## config.mk

```make
export PLATFORM = sky130hd
export DESIGN_NAME = hazard_ctrl
export DESIGN_NICKNAME = d
export VERILOG_FILES = /design/src/rtl/hazard_ctrl_pkg.sv /design/src/rtl/hazard_ctrl_fwd_sel.sv /design/src/rtl/hazard_ctrl.sv
export SDC_FILE = /design/constraint.sdc
export NUM_CORES = 1
export LEC_CHECK = 0
export BUFFER_PORTS_ARGS = -buffer_cell sky130_fd_sc_hd__buf_2
export CAP_MARGIN = 20
export CORE_MARGIN = 3
export CORE_UTILIZATION = 36
export DETAILED_ROUTE_END_ITERATION = 7
export GPL_TIMING_DRIVEN = 0
export PLACE_DENSITY_LB_ADDON = 0.05
export SLEW_MARGIN = 20
export SYNTH_ARGS = -nofsm -noshare
export SYNTH_HDL_FRONTEND = slang
export SYNTH_HIERARCHICAL = 1
export SYNTH_SLANG_ARGS = --single-unit
export TNS_END_PERCENT = 30
```

## constraint.sdc

```tcl
create_clock -name clk -period 1.6 [get_ports clk]
set_clock_uncertainty 0.05 [all_clocks]
set_input_delay 0.24 -clock clk [delete_from_list [all_inputs] [get_ports clk]]
set_output_delay 0.24 -clock clk [all_outputs]
set_load 0.05 [all_outputs]
```

## src/rtl/hazard_ctrl_pkg.sv

```systemverilog
// Pipe_Buf_Reg_PKG
// Pipeline buffer typedefs shared by the pipeline stages, plus the hazard
// controller's FSM state enum and forwarding-select encodings.
// Contents:
//   if_id_reg, id_ex_reg, ex_mem_reg, mem_wb_reg : packed stage buffers
//   hazard_state_e                              : RUN / DRAIN / HALTED
//   FWD_RF / FWD_WB / FWD_MEM                    : EX operand source select
package Pipe_Buf_Reg_PKG;

    typedef struct packed {
        logic [31:0] Curr_Instr;
    } if_id_reg;

    typedef struct packed {
        logic       MemRead;
        logic       flag_halt;
        logic [4:0] RS_One;
        logic [4:0] RS_Two;
        logic [4:0] rd;
    } id_ex_reg;

    typedef struct packed {
        logic       RegWrite;
        logic [4:0] rd;
    } ex_mem_reg;

    typedef struct packed {
        logic       RegWrite;
        logic [4:0] rd;
    } mem_wb_reg;

    typedef enum logic [1:0] {
        RUN    = 2'd0,
        DRAIN  = 2'd1,
        HALTED = 2'd2
    } hazard_state_e;

    localparam logic [1:0] FWD_RF  = 2'b00;
    localparam logic [1:0] FWD_WB  = 2'b01;
    localparam logic [1:0] FWD_MEM = 2'b10;

endpackage

```

## src/rtl/hazard_ctrl_fwd_sel.sv

```systemverilog
// fwd_sel
// Combinational forwarding selector for one EX operand.
// Ports:
//   rs      in  : source register index of the operand in ID/EX
//   ex_mem  in  : EX/MEM buffer (RegWrite, rd)
//   mem_wb  in  : MEM/WB buffer (RegWrite, rd)
//   sel     out : FWD_MEM, FWD_WB or FWD_RF
import Pipe_Buf_Reg_PKG::*;

module fwd_sel (
    input  logic [4:0] rs,
    input  ex_mem_reg  ex_mem,
    input  mem_wb_reg  mem_wb,
    output logic [1:0] sel
);

    // The younger result in EX/MEM wins over MEM/WB, so it is tested last.
    // Register x0 is never forwarded since it always reads as zero.
    always_comb begin
        sel = FWD_RF;
        if (mem_wb.RegWrite && (mem_wb.rd != 5'd0) && (mem_wb.rd == rs)) begin
            sel = FWD_WB;
        end
        if (ex_mem.RegWrite && (ex_mem.rd != 5'd0) && (ex_mem.rd == rs)) begin
            sel = FWD_MEM;
        end
    end

endmodule

```

## src/rtl/hazard_ctrl.sv

```systemverilog
// hazard_ctrl
// Pipeline hazard controller: operand forwarding, load-use stalls, branch
// flushes and a halt sequence that drains the pipeline into HALTED.
// Parameters:
//   DRAIN_CYCLES : cycles spent in DRAIN before HALTED
//   CNT_W        : width of the performance counters
// Ports:
//   clk, reset                      : clock, synchronous active-high reset
//   if_id, id_ex, ex_mem, mem_wb    : pipeline buffer contents
//   branch_taken                    : EX-stage redirect
//   pc_write, ifid_write            : PC / IF-ID enables
//   flush_ifid, flush_idex          : IF-ID / ID-EX clears
//   fwd_a, fwd_b                    : EX operand selects
//   halted                          : machine is halted
//   stall_cnt, flush_cnt            : performance counters
// Build option: define HAZARD_PERF_CNT_EN to implement the performance
// counters; otherwise they read constant zero and no counter flops exist.
import Pipe_Buf_Reg_PKG::*;

module hazard_ctrl #(
    parameter int DRAIN_CYCLES = 3,
    parameter int CNT_W        = 32
) (
    input  logic             clk,
    input  logic             reset,
    input  if_id_reg         if_id,
    input  id_ex_reg         id_ex,
    input  ex_mem_reg        ex_mem,
    input  mem_wb_reg        mem_wb,
    input  logic             branch_taken,
    output logic             pc_write,
    output logic             ifid_write,
    output logic             flush_ifid,
    output logic             flush_idex,
    output logic [1:0]       fwd_a,
    output logic [1:0]       fwd_b,
    output logic             halted,
    output logic [CNT_W-1:0] stall_cnt,
    output logic [CNT_W-1:0] flush_cnt
);

    localparam int DW = (DRAIN_CYCLES > 1) ? $clog2(DRAIN_CYCLES) : 1;

    hazard_state_e state, state_next;
    logic [DW-1:0] drain_cnt, drain_next;
    logic [1:0]    sel_a, sel_b;
    logic          load_use;
    logic          stall_evt, flush_evt;
    logic          unused_instr_bits;

    fwd_sel u_fwd_a (.rs(id_ex.RS_One), .ex_mem(ex_mem), .mem_wb(mem_wb), .sel(sel_a));
    fwd_sel u_fwd_b (.rs(id_ex.RS_Two), .ex_mem(ex_mem), .mem_wb(mem_wb), .sel(sel_b));

    assign load_use = id_ex.MemRead && (id_ex.rd != 5'd0) &&
                      ((id_ex.rd == if_id.Curr_Instr[19:15]) ||
                       (id_ex.rd == if_id.Curr_Instr[24:20]));

    assign unused_instr_bits = ^{if_id.Curr_Instr[31:25], if_id.Curr_Instr[14:0]};

    // State register and drain countdown.
    always_ff @(posedge clk) begin
        if (reset) begin
            state     <= RUN;
            drain_cnt <= '0;
        end else begin
            state     <= state_next;
            drain_cnt <= drain_next;
        end
    end

    // Next state and control outputs. Priority in RUN is halt, then branch,
    // then load-use. Reset overrides everything so the pipeline is cleared
    // while the machine restarts.
    always_comb begin
        state_next = state;
        drain_next = drain_cnt;
        pc_write   = 1'b1;
        ifid_write = 1'b1;
        flush_ifid = 1'b0;
        flush_idex = 1'b0;
        fwd_a      = sel_a;
        fwd_b      = sel_b;
        halted     = 1'b0;
        stall_evt  = 1'b0;
        flush_evt  = 1'b0;
        case (state)
            RUN: begin
                if (id_ex.flag_halt) begin
                    pc_write   = 1'b0;
                    ifid_write = 1'b0;
                    flush_ifid = 1'b1;
                    flush_idex = 1'b1;
                    state_next = DRAIN;
                    drain_next = DW'(DRAIN_CYCLES - 1);
                end else if (branch_taken) begin
                    flush_ifid = 1'b1;
                    flush_idex = 1'b1;
                    flush_evt  = 1'b1;
                end else if (load_use) begin
                    pc_write   = 1'b0;
                    ifid_write = 1'b0;
                    flush_idex = 1'b1;
                    stall_evt  = 1'b1;
                end
            end
            DRAIN: begin
                pc_write   = 1'b0;
                ifid_write = 1'b0;
                flush_ifid = 1'b1;
                flush_idex = 1'b1;
                if (drain_cnt == '0) begin
                    state_next = HALTED;
                end else begin
                    drain_next = drain_cnt - DW'(1);
                end
            end
            HALTED: begin
                pc_write   = 1'b0;
                ifid_write = 1'b0;
                flush_ifid = 1'b1;
                flush_idex = 1'b1;
                fwd_a      = FWD_RF;
                fwd_b      = FWD_RF;
                halted     = 1'b1;
            end
            default: begin
                state_next = RUN;
            end
        endcase
        if (reset) begin
            pc_write   = 1'b1;
            ifid_write = 1'b1;
            flush_ifid = 1'b1;
            flush_idex = 1'b1;
            fwd_a      = FWD_RF;
            fwd_b      = FWD_RF;
            halted     = 1'b0;
            stall_evt  = 1'b0;
            flush_evt  = 1'b0;
        end
    end

`ifdef HAZARD_PERF_CNT_EN
    logic [CNT_W-1:0] stall_q, flush_q;

    // Event counters; events only fire in RUN, so DRAIN/HALTED freeze them.
    always_ff @(posedge clk) begin
        if (reset) begin
            stall_q <= '0;
            flush_q <= '0;
        end else begin
            if (stall_evt) stall_q <= stall_q + CNT_W'(1);
            if (flush_evt) flush_q <= flush_q + CNT_W'(1);
        end
    end

    assign stall_cnt = stall_q;
    assign flush_cnt = flush_q;
`else
    logic unused_evt;

    assign unused_evt = stall_evt ^ flush_evt;
    assign stall_cnt  = '0;
    assign flush_cnt  = '0;
`endif

endmodule
```

==> impl_summary.md, run 1 <==
Clock tree
The clock latency of the later-clocked register in the worst-skew pair is 240 ps. The maximum buffer depth of the clock tree is 2. The number of clock sinks is 4. For this design, the CTS-stage hold fixing added 0 buffers. In this run the number of H-tree levels came out at 1. The TritonCTS clock tree is built. Clock-pin slew was measured on the worst setup and hold paths at 30 ps. The clock buffer count from CTS is 3. The clock tree root driver cell is clkbuf_4.

Global route
The total overflow left after global routing is 0. The initial antenna violation count is 0. The aggregate global-route resource usage is 13.2%. The wire length of the first global-routing pass is 4.62 mm. The via count of the first global-routing pass is 1063. The maximum number of pins on one net before global-route repair is 10.

Power
The clock network fraction of total power is 9.7%. The sequential cell fraction of total power is 10.0%. The switching part of the total is 55.4%. The analysis attributes to net switching a power of 722 uW.

Summed over all cells, the static leakage comes to 0.00112 uW. For this design the ratio of total power to cell area is 633 nW/um^2. The internal power summed over all cells is 581 uW. Per report_power, the combinational group accounts for 80.3% of the total.

The maximum VDD drop is 0.000242 V.

Worst setup path
The minimum setup slack among reg-to-reg paths is 110 ps. By startpoint and endpoint, the worst setup path is classified as in -> out. The critical register-to-register path startpoint is state[0]. The critical path capture point type is an output port. The startpoint type of the worst setup path is an input pin. The depth of the worst register-to-register path is 6. The worst register-to-register path ends at drain_cnt[0]. The arrival time of data at the critical path endpoint is 1590 ps. Of all nets on the critical path, the largest fanout is 3.

The data required time at the worst endpoint is 1310 ps.

Layout
The finished cells cover 2060 um^2. 0 antenna diodes ended up in the layout. The sequential cells in the finished layout cover a total of 82.6 um^2. The multi-input combinational cell area is 1010 um^2. The share of post-route cells with drive strength above 1 is 49.8%. The net count of the finished layout is 366. The number of fill cells is 314.

The area growth from synthesis to layout is 59.2%.

Placed design
Buffers placed on the I/O ports in this run total 50. Routability-driven placement finished with a final weighted congestion of 0.753. The placed wire-length estimate after detailed placement is 2.54 mm. Summing all placed instances gives a cell area of 1870 um^2.

Run
Across the run, the number of max-cap violations was 0.

Route
The starting DRC count in detailed routing is 48. The number of antenna-violating nets in the routed design is 0. The DRC violations left is 0.

The sum of routed wire length over all layers is 2.91 mm. Dividing the detail-routed wire length by the instance count gives 8.54 um. In the routed layout, each cell is associated on average with a via count of 3.72. For this block, the via count after detailed routing is 1267. The first-pass detailed-route iteration total is 4.

Synth
The synthesis warning total is 6. A synthesized cell averages 7.39 um^2. Counting flops with a built-in enable in the synthesized netlist gives 0. The most used flip-flop cell after synthesis is dfxtp_1. The cell count after synthesis came out at 175.

The post-synthesis async set-or-reset flop share is 0%. The library cell with the highest instance count after synthesis is buf_4. Sorting the synthesized cells by how often they occur yields 65 x buf_4, 20 x xnor2_1, 9 x a21oi_1, 9 x nand2_1.

Of all cell types, the one taking the most synthesized area is buf_4. The synthesized design contains 4 register bits. The fraction of synthesized cell area taken by the top area cell type is 37.8%.

The number of different library cells in the post-synthesis netlist is 34. The area of the mapped netlist is 1290 um^2. Summing the sequential cell areas from Yosys gives 6.20% of the chip area. Sorting the synthesized cells by area gives the leading types as buf_4 38%, xnor2_1 14%, dfxtp_1 6.2%.

Worst hold path
The hold path startpoint is reset. The hold path endpoint is state[1]. The hold-critical path depth is 2. The min-delay analysis places its worst path in the category in -> reg.

Status
The final reports fail on negative setup slack. The run finished, with violations left.

Floorplan
137 I/O pins were placed. The vertical die dimension is 65.9 um. The number of standard-cell rows in the floorplan is 21. The horizontal extent of the die is 65.9 um. The initial standard-cell utilization of the core is 38.1%. The floorplan step defined a core boundary enclosing 3390 um^2. The die covers 4350 um^2.

STA
The worst hold margin is 266 ps. Derived from the worst setup path, the maximum achievable clock frequency is 0.532 GHz. The shortest clock period the worst path allows after layout is 1880 ps. The total count of max-transition violations in the final report was 0. In the post-route analysis, the smallest setup slack over all paths is -280 ps. Setup repair after global routing could not meet its margin everywhere. The setup violation total in the final timing report is 7.

The total count of hold-check failures in the final report was 0. In the finished design, the share of the clock period the worst path needs comes to 117%.
==> worst max-delay path by stage <==
stage / startpoint / end / slack, ps / cells past startpoint
after floorplan: id_ex[1] / pc_write / -150 / 6
after global placement: id_ex[1] / pc_write / -420 / 8
after detailed placement: id_ex[1] / pc_write / -420 / 8
after CTS: id_ex[4] / pc_write / -280 / 8
after global routing: id_ex[4] / pc_write / -310 / 8
final: id_ex[4] / pc_write / -280 / 8
==> worst max-delay path, stage by stage <==
cell and delay [ps]:
buf_8 100, or4_4 520, o21ai_2 140, nor2_1 70, a21oi_2 160, a211o_4 130
buf_8 90, buf_8 130
==> power groups by stage <==
stage | combinational, uW | clock (uW) | sequential, uW
2_1_floorplan | 790 | 0 | 128
3_3_place_gp | 929 | 0 | 132
3_5_place_dp | 930 | 0 | 132
4_1_cts | 1000 | 134 | 130
5_1_grt | 1120 | 140 | 131
6_report | 1050 | 127 | 130
==> cell type report <==
class / instances / area share (%)
multi-input cells: 161 / 49.2
plain buffers: 66 / 24.3
repair buffers: 54 / 17.3
flip-flops and latches: 4 / 4.01
well taps: 46 / 2.80
inverters: 7 / 1.28
clock buffers: 3 / 1.09
==> layout by cell type (no fill, tap or decap), drive strengths merged <==
cell type / n
nor3: 8
conb: 64
o311ai: 1
or3: 1
nand4: 1
or4: 1
o41ai: 2
a211oi: 3
xnor2: 20
or2: 1
nand3: 7
nand2: 9
inv: 7
a211o: 1
nor2: 5
a21o: 1
o22ai: 1
a21oi: 10
nand2b: 1
clkbuf: 4
nor4: 2
a31oi: 1
dfxtp: 4
nor2b: 2
and2: 4
o21ai: 4
xor2: 6
buf: 119
ha: 5
==> routing by layer <==
| layer | part of all wire [%] | GRT usage (%) | up-vias |
|---|---|---|---|
| met5 | 0 | 0 | - |
| met2 | 54 | 23.9 | 58 |
| met3 | 11 | 4.25 | 0 |
| met4 | 0 | 1.55 | 0 |
| li1 | - | - | 691 |
| met1 | 35 | 15.3 | 518 |
==> flip-flops by register name (all words and copies together), names as in the netlist <==
signal / count
drain_cnt: 2
state: 2
==> through the flow <==
stage	worst slack (ps)	utilization, %	power [uW]	TNS [ps]	instances
after floorplan	-151	-	918	-235	238
after global placement	-416	55.1	1060	-1300	334
after detailed placement	-418	55.1	1060	-1290	334
after CTS	-276	59.1	1270	-1000	341
after global routing	-311	60.7	1390	-1270	341
final	-280	60.7	1300	-868	341
==> cell families after synthesis <==
kind of cell,Yosys count,synth area share (%)
buffers and inverters,73,40.1
AND/OR/NAND/NOR,42,17.0
XOR/XNOR,26,17.6
AO/OA/AOI/OAI,24,13.9
adder cells (fa/ha/maj),5,4.84
flip-flops,4,6.20
other,1,0.290
==> what timing repair did <==
item	CTS	global route
pin swaps	8	1
endpoints found under the setup margin	8	12
setup buffers	4	0
resized for setup	30	12
(Power assumes the default switching activity.)
==> inputs of run 2 (changes only) <==
- CORE_UTILIZATION: 36 -> 30
- PLACE_DENSITY: not set -> 0.82
- PLACE_DENSITY_LB_ADDON: 0.05 -> not set
==> impl_summary.md, run 2 (synthesis results as in run 1) <==
Global route
The via count of the first global-routing pass is 1230. Entering global routing, the biggest net connects 10 pins. The total overflow reported by the global router is 0. The first global-routing pass estimated 4.94 mm of wire.

The aggregate global-route resource usage is 11.5%. The initial antenna violation count is 0.

Worst setup path
Traced cell by cell, the critical path runs through buf_8 -> or4_4 -> o21ai_4 -> nor2_2 -> a21oi_2 -> a211o_4 -> buf_8 -> buf_8. Broken down by cell family, the worst path's largest delay share belongs to simple AND/OR/NAND/NOR gates. The critical path capture point type is an output port. The worst setup path is launched from an input pin. For the worst setup path, the data required time is 1310 ps.

The critical path contains buffers and inverters numbering 3 combined. The path type of the worst setup path is in -> out. On the worst path, the slowest cell contributes a delay of 530 ps. Of all nets on the critical path, the largest fanout is 3.

The slowest stage cell on the critical path is or4_4. Counting stages on the worst path, the most repeated cell is buf_8. The arrival time of data at the critical path endpoint is 1560 ps.

Layout
The net count reported at finish is 368. Relative to the synthesized area, the layout overhead comes to 61.4%. The number of fill cells is 397.

The final non-filler cell total is 347. The top cell types in the final layout, fill and taps aside, are 73 x buf_4, 64 x conb_1, 38 x buf_2. The largest registers in the layout are drain_cnt (2), state (2).

The share of post-route cells with drive strength above 1 is 50.2%. The most common cell after layout, fill and taps aside is buf_4. The count of inserted antenna diode cells is 0.

STA
Derived from the worst setup path, the maximum achievable clock frequency is 0.539 GHz. The setup violation total in the final timing report is 6. Setup repair after global routing could not meet its margin everywhere. Dividing the final minimum period by the clock period gives 116%. The setup slack of the critical path after layout is -254 ps. The worst path in the final design needs a cycle of 1850 ps, including I/O delays and setup. The total count of hold-check failures in the final report is 0. The tightest hold path in the finished design has a slack of 290 ps.

The total count of max-transition violations in the final report is 0.

Power
The analysis attributes to cell leakage a power of 0.00113 uW. The clock network fraction of total power is 15.2%. The sequential cell fraction of total power is 9.4%.

The analysis attributes to net switching a power of 741 uW. Of the total power, combinational logic draws 75.4%. Net switching is 53.0% of the power. The internal power summed over all cells is 657 uW. Across the VDD grid, the largest voltage drop is 0.000258 V. The power density of the placed cells is 671 nW/um^2.

Floorplan
The number of standard-cell rows in the floorplan is 23. In this run the count of I/O pins placed on the die edge is 137. The vertical die dimension is 71.6 um.

The floorplan step defined a core boundary enclosing 4090 um^2. The horizontal extent of the die is 71.6 um. The initial standard-cell utilization of the core is 31.6%. The die outline area is 5130 um^2.

Placed design
Port buffering added 50 buffers. The instance count after placement with tap cells included is 338. At the placement stage, the worst setup path has a slack of -413 ps. Detailed placement finished with a half-perimeter wire length of 2.76 mm. At the end of routability-driven placement, the weighted congestion stood at 0.807.

Clock tree
The number of H-tree branching levels is 1. The count of hold-fix buffers inserted at cts is 0. The TritonCTS clock tree is built. The clock buffer count from CTS is 3. The tree built by TritonCTS fans out to 4 sinks. The clock tree root driver cell is clkbuf_8.

The clock latency of the later-clocked register in the worst-skew pair is 210 ps. After clock tree synthesis, the clock-pin slew on the worst setup and hold paths is 30 ps. The maximum buffer depth of the clock tree is 2.

Route
Detailed routing inserted a total of 1333 vias. The wire length per cell is 9.33 um. The detail route stage leaves a number of antenna-violating nets equal to 0. For this run, design rule violations remaining after detail routing come to 0. For this block, the routed nets add up to 3.24 mm of wire. The starting DRC count in detailed routing is 41. The first-pass detailed-route iteration total is 4. Dividing the detail-routed via count by the number of cells gives 3.84.

Status
The flow ran to the end, but the final reports show violations. The checks that failed: negative setup slack.

Worst hold path
The path class of the tightest hold or removal check is in -> reg.

Run
The max-capacitance violation count is 0.
-- run 2: changes by cell type in the layout (fill, tap and decap cells not counted), sizes merged --
| cell | previous run | this run |
|---|---|---|
| buf | 119 | 121 |
-- run 2: worst paths after layout --
path                              startpoint      endpoint  slack [ps]  cells after the start
worst min register to register  drain_cnt[0]  drain_cnt[0]         500                      2
worst max-delay path                id_ex[4]      pc_write        -250                      8
worst max register to register      state[0]      state[0]          80                      6
worst min-delay path                   reset      state[1]         290                      2
-- run 2: layout make-up --
type | instances | area, um^2 | share of cell area (%)
repair buffers | 56 | 374 | 17.9
plain buffers | 66 | 500 | 24.0
well taps | 50 | 62.6 | 3.00
clock buffers | 3 | 41.3 | 1.98
multi-input cells | 161 | 998 | 47.9
inverters | 7 | 26.3 | 1.26
flip-flops and latches | 4 | 82.6 | 3.96
-- run 2: metal layers --
metal  share of wire [%]  track usage [%]  vias to the layer above
met5                   0                0                        -
met4                0.53             2.30                        0
met3                 9.5             2.24                        2
met2                  57             23.5                       60
met1                  33             11.8                      575
li1                    -                -                      696
-- run 2: power groups by stage --
stage	sequential, uW	combinational [uW]	clock (uW)
CTS	129	1020	215
global placement	131	922	0
global route	133	1120	221
detailed placement	133	935	0
floorplan	128	790	0
finish	131	1050	213
-- run 2: timing repair --
item,4_1_cts,5_1_grt
pin swaps,7,4
gates resized for setup,34,8
setup endpoints to repair,10,11
setup buffers,5,1
-- run 2: metrics by stage --
step / TNS (ps) / total power, uW / instance area, um^2 / utilization, %
floorplan: -235 / 918 / 1560 / -
global placement: -1200 / 1050 / 1870 / 45.8
detailed placement: -1320 / 1070 / 1870 / 45.8
CTS: -974 / 1360 / 2050 / 50.2
global route: -1280 / 1480 / 2090 / 51.0
finish: -834 / 1400 / 2090 / 51.0
==> inputs of run 3 (changes only) <==
- PLACE_DENSITY: 0.82 -> 0.83
- SYNTH_HIERARCHICAL: 1 -> not set
==> impl_summary.md, run 3 <==
Status
The flow ran to the end, but the final reports show violations. The final reports fail on negative setup slack.

Layout
The library cell used most frequently in the layout, excluding fill and tap cells, is buf_4. The share of post-route cells with drive strength above 1 is 50.7%. The repair_antennas step left the layout with diodes totalling 0.

The largest registers in the layout are drain_cnt (2), state (2). The library cells used most frequently in the layout, excluding fill and tap cells, are 72 x buf_4, 64 x conb_1, 42 x buf_2. The net count reported at finish is 351.

The area of all placed cells without fillers is 1960 um^2. Registers take 82.6 um^2. The final core area utilization is 51.5%. From synthesis to final layout, the design area changed by 60.1%. Summing all multi-input logic gate instances after layout gives 953 um^2.

Leaving out filler cells and counting taps, the final layout contains 328. The filler cells instantiated in the layout total 357.

Floorplan
The vertical die dimension is 69.8 um. 137 I/O pins were placed. The die outline area is 4870 um^2. The total area inside the core boundary comes to 3800 um^2.

The number of standard-cell rows in the floorplan is 22. Once the floorplan was initialized, standard cells occupied 32.1% of the core. In this run the horizontal extent of the chip is 69.8 um.

Power
The overall power consumption is 1340 uW. Combinational logic is responsible for 73.8% of the overall power. The switching part of the total is 53.3%. The analysis attributes to cell leakage a power of 0.00107 uW. Power spread over the standard cell area amounts to 683 nW/um^2. The share of total power dissipated in the clock network is 16.3%. The internal power summed over all cells is 624 uW. The analysis attributes to net switching a power of 712 uW. VDD sags by at most 0.000432 V.

Of the total power, registers draw 9.9%.

Clock tree
The clock transition at the registers of the reported paths is 30 ps. The maximum buffer depth of the clock tree is 2. Buffers inserted during clock tree synthesis total 3. The number of clock sinks is 4. TritonCTS built the clock tree. The cell sitting at the root of the clock tree is a clkbuf_8. The number of hold buffers added after CTS was 0. The clock latency of the later-clocked register in the worst-skew pair is 220 ps. CTS built an H-tree with a depth of 1.

Synth
The cell area that synthesis handed to floorplanning was 1220 um^2. Synthesis produced a netlist whose cell count is 160. The commonest cells after synthesis are 65 x buf_4, 18 x xnor2_1, 12 x xor2_1. The average cell area after synthesis is 7.63 um^2. The sequential-to-total area share from yosys stat is 6.56%.

buf_4 takes more of the synthesized area than any other cell. The post-synthesis async set-or-reset flop share is 0%. The fraction of synthesized cell area taken by the top area cell type is 40.0%. Synthesis inferred 4 register bits. The number of different library cells in the post-synthesis netlist is 34. The flip-flop cell with the highest count after synthesis is dfxtp_1. The Yosys step of the flow raised 0 warnings. Yosys attributes the largest share of cell area to buf_4 40%, xnor2_1 13%, xor2_1 8.6%.

The library cell with the highest instance count after synthesis is buf_4. Yosys mapped a number of flops with a built-in enable equal to 0.

Worst setup path
The critical path capture point type is an output port. The path type of the worst setup path is reg -> out. The worst setup path is launched from a flop. The depth of the worst register-to-register path is 7. The data required time at the worst endpoint is 1310 ps. Of all nets on the critical path, the largest fanout is 4. The arrival time of data at the critical path endpoint is 1820 ps.

STA
The final cycle utilization of the critical path is 132%. The fmax is 0.475 GHz. The setup slack of the critical path after layout is -505 ps. For the finished layout, the period the worst path requires is 2110 ps. The total count of hold-check failures in the final report is 0. Setup repair after global routing could not meet its margin everywhere.

The total count of max-transition violations in the final report came to 0. Setup violations remaining at the end of the flow were counted as 8.

Placed design
The placed wire-length estimate after detailed placement is 2.65 mm. The number of buffers inserted by port buffering is 50. The final weighted congestion of routability-driven global placement is 0.898. In this run the cell area measured after placement is 1820 um^2. The number of placed instances, taps included, is 321.

Worst hold path
The worst hold path passes through 2 cells. The path class of the tightest hold or removal check is in -> reg.

Route
For this block, the initial DRC count from the detailed router was 16. The detailed router placed 1235 vias in this run. For this run, design rule violations remaining after detail routing come to 0.

After detailed routing, the number of vias per cell comes to 3.77. After detailed routing, the average wire length per cell comes to 9.49 um. The top layer used by detailed routing is met4. Wire segments on met3 add up to 285 um in the final route. The count of nets left with antenna violations once routing finished came out at 0.

The met1 wire length is 1.14 mm. Summed over all nets, wire length on met2 after detailed routing comes to 1.67 mm. The first detailed-routing pass took 4 iterations. Summed over all layers, the routed wires come to 3.11 mm.

Global route
The initial antenna violation count is 0. The aggregate global-route resource usage is 11.7%. The first global-routing pass estimated 4.95 mm of wire. The maximum number of pins on one net before global-route repair is 9.

The via count of the first global-routing pass is 1207. After global routing the overflow that remains totals 0.

Run
Max-cap violations in this run came to 0.
==> run 3: cell types whose count changed in the layout (fill, tap and decap cells not counted), sizes merged, moves of 4 or more <==
cell,change
a21oi,-6
nand2,-6
nor3,-4
xor2,+6
==> run 3: final timing paths <==
path | from | to | slack (ps)
max | state[0] | fwd_b[0] | -510
min | reset | state[1] | 270
max reg2reg | state[0] | state[1] | 40
min reg2reg | drain_cnt[1] | drain_cnt[1] | 510
==> run 3: layout make-up <==
type / count / share of cell area, %
Multi-Input combinational cell: 150 / 48.8
Buffer: 65 / 25.0
Timing Repair Buffer: 54 / 16.1
Sequential cell: 4 / 4.22
Tap cell: 48 / 3.07
Clock buffer: 3 / 2.11
Inverter: 4 / 0.768
==> run 3: power by group through the flow <==
stage               clock (uW)  combinational (uW)  sequential, uW
global route               233                1050             135
global placement             0                 902             136
finish                     218                 985             132
CTS                        224                 955             131
floorplan                    0                 775             132
detailed placement           0                 916             136
==> run 3: worst max-delay path, cell delays in order (launching register included) <==
cell and delay [ps]:
dfxtp_2 330, inv_2 50, ha_4 170, nor2_4 100
o211ai_1 130, or4_4 450, nor4_4 160, buf_6 190
==> run 3: cells by family after synthesis <==
| group | count (synthesis) | synth area share, % |
|---|---|---|
| AOI/OAI and AO/OA | 17 | 9.63 |
| other | 1 | 0.307 |
| DFF | 4 | 6.56 |
| xor gates and xnor gates | 30 | 21.5 |
| buffers and inverters | 69 | 41.2 |
| and+or+nand+nor | 34 | 15.7 |
| adders and majority gates | 5 | 5.12 |
==> run 3: repair_timing <==
item | in CTS | in global routing
gates resized for setup | 13 | 10
setup buffers | 3 | 1
pin swaps | 3 | 0
setup endpoints to repair | 10 | 12
==> run 3: layer usage <==
| metal | up-vias | global-route usage (%) |
|---|---|---|
| met5 | - | 0 |
| met4 | 0 | 3.19 |
| met3 | 2 | 1.74 |
| met2 | 67 | 23.2 |
| met1 | 524 | 12.6 |
| li1 | 642 | - |
==> run 3: through the flow <==
stage | hold WS (ps) | TNS, ps | setup WS (ps)
floorplan | 262 | -1500 | -479
CTS | 274 | -2500 | -515
detailed placement | 483 | -2590 | -510
finish | 268 | -2370 | -505
global route | 290 | -3040 | -586
global placement | 474 | -2450 | -507
